[src/rtl/fuzz_ctrl_pkg.sv]
// ============================================================================
//  fuzz_ctrl_pkg
//  Shared state/status encodings and a saturating-increment helper for the
//  fuzzing round controller.
//  Revision: 1.0
// ============================================================================
`default_nettype none

package fuzz_ctrl_pkg;

    localparam int unsigned SAT_MAX_W = 64;

    typedef enum logic [2:0] {
        IDLE  = 3'd0,
        LOAD  = 3'd1,
        RESET = 3'd2,
        RUN   = 3'd3,
        DONE  = 3'd4
    } state_e;

    typedef enum logic [1:0] {
        PASS        = 2'd0,
        TIMEOUT     = 2'd1,
        STALL_ABORT = 2'd2
    } status_e;

    // Increment that sticks at the all-ones value of a width-bit counter.
    function automatic logic [SAT_MAX_W-1:0] sat_inc(input logic [SAT_MAX_W-1:0] value,
                                                     input int unsigned         width);
        logic [SAT_MAX_W-1:0] max_val;
        max_val = (width >= SAT_MAX_W) ? '1 : ((64'd1 << width) - 64'd1);
        return (value >= max_val) ? max_val : value + 64'd1;
    endfunction

endpackage

`default_nettype wire

[src/rtl/fuzz_stall_detector.sv]
// ============================================================================
//  fuzz_stall_detector
//  Counts cycles without coverage progress and flags when the count reaches
//  a coverage-scaled threshold.
//  Revision: 1.0
// ============================================================================
`default_nettype none

module fuzz_stall_detector #(
    parameter int unsigned COV_W       = 30,
    parameter int unsigned CNT_W       = 32,
    parameter int unsigned STALL_BASE  = 1000,
    parameter int unsigned STALL_SHIFT = 19
) (
    input  logic             clock,
    input  logic             reset,
    input  logic             clear,
    input  logic             run,
    input  logic [COV_W-1:0] cov,
    output logic             irq_raw
);
    import fuzz_ctrl_pkg::*;

    logic [COV_W-1:0] pre_cov_q, pre_cov_d;
    logic [CNT_W-1:0] stall_cnt_q, stall_cnt_d;
    logic [CNT_W-1:0] thresh;

    // Higher coverage earns a proportionally longer patience window.
    assign thresh = CNT_W'(STALL_BASE) * (CNT_W'(cov >> STALL_SHIFT) + CNT_W'(1));

    always_comb begin
        pre_cov_d   = pre_cov_q;
        stall_cnt_d = stall_cnt_q;
        if (clear) begin
            pre_cov_d   = cov;
            stall_cnt_d = '0;
        end else if (run) begin
            if (cov != pre_cov_q) begin
                pre_cov_d   = cov;
                stall_cnt_d = '0;
            end else begin
                stall_cnt_d = CNT_W'(sat_inc(64'(stall_cnt_q), CNT_W));
            end
        end
    end

    assign irq_raw = run && !clear && (stall_cnt_d >= thresh);

    always_ff @(posedge clock) begin
        if (!reset) begin
            pre_cov_q   <= '0;
            stall_cnt_q <= '0;
        end else begin
            pre_cov_q   <= pre_cov_d;
            stall_cnt_q <= stall_cnt_d;
        end
    end

endmodule

`default_nettype wire

[src/rtl/fuzz_round_ctrl.sv]
// ============================================================================
//  fuzz_round_ctrl
//  Sequences one fuzzing round: load, DUT reset, run with stall/watchdog
//  interrupt, and reports pass/timeout/stall-abort with the RUN cycle count.
//  Revision: 1.0
// ============================================================================
`default_nettype none

module fuzz_round_ctrl #(
    parameter int unsigned COV_W        = 30,
    parameter int unsigned CNT_W        = 32,
    parameter int unsigned RESET_CYCLES = 8,
    parameter int unsigned STALL_BASE   = 1000,
    parameter int unsigned STALL_SHIFT  = 19,
    parameter int unsigned WATCHDOG     = 50000,
    parameter int unsigned IRQ_ABORT    = 4096,
    parameter int unsigned MAX_CYCLES   = 20000000
) (
    input  logic             clock,
    input  logic             reset,
    input  logic             start,
    output logic             load_req,
    input  logic             load_ack,
    output logic             dut_reset,
    input  logic [COV_W-1:0] cov,
    input  logic [63:0]      tohost,
    output logic             irq,
    output logic             busy,
    output logic             done,
    output logic [1:0]       status,
    output logic [CNT_W-1:0] cycles
);
    import fuzz_ctrl_pkg::*;

    state_e           state_q, state_d;
    status_e          status_q, status_d;
    logic [CNT_W-1:0] run_cnt_q, run_cnt_d;
    logic [CNT_W-1:0] irq_cnt_q, irq_cnt_d;
    logic [CNT_W-1:0] rst_cnt_q, rst_cnt_d;
    logic [CNT_W-1:0] cycles_q, cycles_d;
    logic             irq_q, irq_d;
    logic             stall_clear;
    logic             stall_run;
    logic             irq_raw;
    logic             unused_tohost_bits;

    assign unused_tohost_bits = ^tohost[63:1];

    fuzz_stall_detector #(
        .COV_W       (COV_W),
        .CNT_W       (CNT_W),
        .STALL_BASE  (STALL_BASE),
        .STALL_SHIFT (STALL_SHIFT)
    ) u_stall (
        .clock   (clock),
        .reset   (reset),
        .clear   (stall_clear),
        .run     (stall_run),
        .cov     (cov),
        .irq_raw (irq_raw)
    );

    always_comb begin
        state_d     = state_q;
        status_d    = status_q;
        run_cnt_d   = run_cnt_q;
        irq_cnt_d   = irq_cnt_q;
        rst_cnt_d   = rst_cnt_q;
        cycles_d    = cycles_q;
        irq_d       = 1'b0;
        stall_clear = 1'b0;
        stall_run   = 1'b0;
        case (state_q)
            IDLE: begin
                if (start) state_d = LOAD;
            end
            LOAD: begin
                rst_cnt_d = '0;
                if (load_ack) state_d = RESET;
            end
            RESET: begin
                stall_clear = 1'b1;
                run_cnt_d   = '0;
                irq_cnt_d   = '0;
                rst_cnt_d   = CNT_W'(sat_inc(64'(rst_cnt_q), CNT_W));
                if (rst_cnt_q >= CNT_W'(RESET_CYCLES - 1)) state_d = RUN;
            end
            RUN: begin
                stall_run = 1'b1;
                run_cnt_d = CNT_W'(sat_inc(64'(run_cnt_q), CNT_W));
                irq_cnt_d = irq_q ? CNT_W'(sat_inc(64'(irq_cnt_q), CNT_W)) : '0;
                // Exit checks use this cycle's updated counts so cycles == RUN cycles spent.
                if (tohost[0]) begin
                    state_d  = DONE;
                    status_d = PASS;
                end else if (run_cnt_d >= CNT_W'(MAX_CYCLES)) begin
                    state_d  = DONE;
                    status_d = TIMEOUT;
                end else if (irq_cnt_d >= CNT_W'(IRQ_ABORT)) begin
                    state_d  = DONE;
                    status_d = STALL_ABORT;
                end
                if (state_d == DONE) begin
                    cycles_d = run_cnt_d;
                end else begin
                    irq_d = irq_raw || (run_cnt_d >= CNT_W'(WATCHDOG));
                end
            end
            DONE: begin
                state_d = IDLE;
            end
            default: begin
                state_d = IDLE;
            end
        endcase
    end

    always_ff @(posedge clock) begin
        if (!reset) begin
            state_q   <= IDLE;
            status_q  <= PASS;
            run_cnt_q <= '0;
            irq_cnt_q <= '0;
            rst_cnt_q <= '0;
            cycles_q  <= '0;
            irq_q     <= 1'b0;
        end else begin
            state_q   <= state_d;
            status_q  <= status_d;
            run_cnt_q <= run_cnt_d;
            irq_cnt_q <= irq_cnt_d;
            rst_cnt_q <= rst_cnt_d;
            cycles_q  <= cycles_d;
            irq_q     <= irq_d;
        end
    end

    assign load_req  = (state_q == LOAD);
    assign dut_reset = (state_q != RUN);
    assign busy      = (state_q != IDLE);
    assign done      = (state_q == DONE);
    assign irq       = irq_q;
    assign status    = status_q;
    assign cycles    = cycles_q;

endmodule

`default_nettype wire

[config.mk]
export PLATFORM = sky130hd
export DESIGN_NAME = fuzz_round_ctrl
export DESIGN_NICKNAME = d
export VERILOG_FILES = /design/src/rtl/fuzz_ctrl_pkg.sv /design/src/rtl/fuzz_stall_detector.sv /design/src/rtl/fuzz_round_ctrl.sv
export SDC_FILE = /design/constraint.sdc
export NUM_CORES = 1
export LEC_CHECK = 0
export ABC_CLOCK_PERIOD_IN_PS = 18850
export CAP_MARGIN = 10
export CORE_ASPECT_RATIO = 0.8
export CORE_UTILIZATION = 45
export CTS_CLUSTER_DIAMETER = 30
export CTS_CLUSTER_SIZE = 20
export DETAILED_ROUTE_END_ITERATION = 7
export HOLD_SLACK_MARGIN = 0.08
export PLACE_DENSITY = 0.65
export SYNTH_ARGS = -nofsm -noshare
export SYNTH_HDL_FRONTEND = slang
export SYNTH_HIERARCHICAL = 1
export SYNTH_SLANG_ARGS = --single-unit
export TNS_END_PERCENT = 100
[constraint.sdc]
create_clock -name clock -period 18.85 [get_ports clock]
set_input_delay 4.7125 -clock clock [delete_from_list [all_inputs] [get_ports clock]]
set_output_delay 4.7125 -clock clock [all_outputs]
set_load 0.01 [all_outputs]
==> flow_summary.json <==
{
  "synth_edf_count": 0,
  "slowest_stage": "clkdlybuf4s50_1",
  "hold_violations": 0,
  "r2r_setup_slack_ps": 12340,
  "grt.total_usage_pct": 23.92,
  "first_pass_iters": 7,
  "grt_pass1_vias": 12368,
  "synthMuxAreaShare_pct": 4.079,
  "setup_viol": 0,
  "critPathLaunch": "cov[19]",
  "place_congestion": 0.8984,
  "clock_latency_ps": 450,
  "cap_viol_max_count": 0,
  "synth_top_area_share_pct": 27.93,
  "powerDensity_nw_per_um2": 86.56,
  "cts_hold_buf": 0,
  "num_antenna_cells": 0,
  "die_w_um": 199.6,
  "wl_mm": 37.68,
  "yosys-top-cells-count": "dfxtp_1 (196), nand2_1 (190), nor2_1 (178)",
  "r2r_end": "irq",
  "clockBufferDepth": 2,
  "ys_seq_elements": 196,
  "nNetsFinal": 2024,
  "place_inst": 2223,
  "max_clock_freq_ghz": 0.07590,
  "wire_per_inst_um": 16.71,
  "cts_sinks": 196,
  "ant_nets": 0,
  "avgSynthCellArea_sq_um": 7.669,
  "worstHoldPathType": "reg2reg",
  "setup_ws_ps": 5676,
  "finalPower_mw": 1.345,
  "numCtsBuffers": 17,
  "start_util_pct": 46.03,
  "finalMaxSlewViolations": 0,
  "post_cts_resized": 0,
  "synth_compound_area_share_pct": 19.55,
  "layout-drive-gt1-share_pct": 4.995,
  "die-area_sq_um": 31940,
  "drc": 0,
  "synth_xor_area_share_pct": 6.172,
  "ir_worst_vdd_v": 0.00006764,
  "yosysWarningCount": 6,
  "io_buffers": 73,
  "async_reset_ff_share_pct": 0,
  "path_clk_slew_ps": 80,
  "viasPerCell": 5.843,
  "die_y_um": 160.0,
  "critPathCaptureType": "flip-flop",
  "yosysUniqueCellTypes": 83,
  "synth_top_family_by_area": "simple AND/OR/NAND/NOR gates",
  "rows": 57,
  "fin_crit_ps": 13170,
  "cts_tree": "yes",
  "vias": 13176,
  "cts_setup_buffers": 0,
  "outcome": "finished, final reports clean",
  "hpwlAfterDp_mm": 26.53,
  "antenna_found_initial": 0,
  "instances_no_fill": 2255,
  "syn_area_sq_um": 14050,
  "final.period_utilization_pct": 69.89,
  "critPathKind": "in2reg",
  "yosys-top-cells-area": "dfxtp_1 (28%), ha_1 (5.8%), nand2_1 (5.1%)",
  "grt_max_degree": 85,
  "worst_slew_pin_slew_ps": 976.7,
  "fillers": 3016,
  "hold_ws_ps": 464.0,
  "crit_path_max_incr_delay_ps": 730,
  "critPathRequiredTime_ps": 19150,
  "seq_area_frac_synth_pct": 27.93,
  "setup-tns-final_ps": 0,
  "syn2layout_area_growth_pct": 10.62,
  "netlist_instances": 1832,
  "clockRootBuffer": "clkbuf_16",
  "grt_pass1_wl_mm": 62.63,
  "crit_path_start_kind": "input port",
  "grt-ovfl-total": 0,
  "htree_levels": 4,
  "synthSimpleGateAreaFrac_pct": 26.22,
  "reg2regPathDepth": 20,
  "core_area_sq_um": 30520,
  "arrival_ps": 13470,
  "synth.largest_area_cell": "dfxtp_1",
  "crit_path_max_fanout": 11,
  "crit_path_end": "irq",
  "skew_ps": 13.05,
  "dpl_worst_slack_ps": 5341,
  "p_leak_nw": 5.834,
  "synth_flop_cell": "dfxtp_1",
  "synth_fp_nets": 2027,
  "max_slew_margin_pct": 34.39,
  "synth-adder-area-share_pct": 10.49,
  "r2r_start": "state_q[0]",
  "drt_iter0_drc": 1209,
  "yosys.cell_count.top_type": "dfxtp_1",
  "io_pins": 137,
  "rsz0062_at_grt": "false"
}
## metrics by stage
step	utilization [%]	cell area [sq um]
3_5_place_dp	49.10	14990
2_1_floorplan	-	14050
4_1_cts	50.92	15540
5_1_grt	50.92	15540
3_3_place_gp	49.10	14990
6_report	50.92	15540
## worst max-delay path: cells and delay by family
kind / cells / cell delay [ps]
compound gates: 11 / 2760
xor+xnor: 4 / 1310
fa+ha+maj: 6 / 2520
buf+inv: 3 / 840
simple gates: 6 / 1320
## worst min path at each step
stage | startpoint | end | cells past startpoint | slack (ps)
detailed placement | cycles[14] | cycles[14] | 2 | 450
global route | cycles[30] | cycles[30] | 2 | 480
finish | cycles[18] | cycles[18] | 2 | 460
CTS | cycles[18] | cycles[18] | 2 | 460
global placement | cycles[24] | cycles[24] | 2 | 440
floorplan | irq_cnt_q[10] | irq_cnt_q[10] | 2 | 450
## placed cells by master (no fill, tap or decap), types with 53 or more instances in the layout
master           synthesis  layout
dfxtp_1                196     196
nand2_1                190     190
nor2_1                 178     178
o21ai_0                135     135
a21oi_1                132     131
inv_1                   84      82
nand3_1                 82      82
clkdlybuf4s50_1          0      72
ha_1                    65      65
xnor2_1                 60      60
mux2i_1                 55      55
nand4_1                 53      53
## report_power, final
part	total (mW)	internal (mW)	switching, mW	leakage [nW]
combinational	0.554	0.232	0.322	3.99
sequential	0.434	0.423	0.0104	1.58
clock	0.358	0.177	0.181	0.268
total	1.35	0.832	0.514	5.83
## state kept, by name, summed over array words and instances (netlist names)
signal	cells
u_stall/stall_cnt_q	32
run_cnt_q	32
cycles	32
state_q	3
irq	1
rst_cnt_q	32
status	2
irq_cnt_q	32
u_stall/pre_cov_q	30
## kinds of logic after synthesis
logic type,after synthesis
and+or+nand+nor,744
AOI/OAI and AO/OA,438
muxes,57
DFF,196
adders and majority gates,99
buffers and inverters,199
xor gates and xnor gates,99
## routing by layer
metal	vias to the layer above	part of all wire [%]	global-route usage, %
li1	6522	-	-
met1	6258	51	35.60
met2	363	42	35.23
met3	33	5.6	4.118
met4	0	1.3	6.072
met5	-	0	0
## layout make-up
class | count | area [sq um] | share of cell area [%]
Clock buffer | 18 | 439.2 | 2.826
Clock inverter | 14 | 116.4 | 0.7487
Tap cell | 413 | 516.7 | 3.325
Sequential cell | 196 | 3924 | 25.25
Multi-Input combinational cell | 1437 | 9363 | 60.24
Inverter | 86 | 322.8 | 2.077
Timing Repair Buffer | 91 | 860.8 | 5.539
Note: power is estimated with default switching activity, not from simulation.
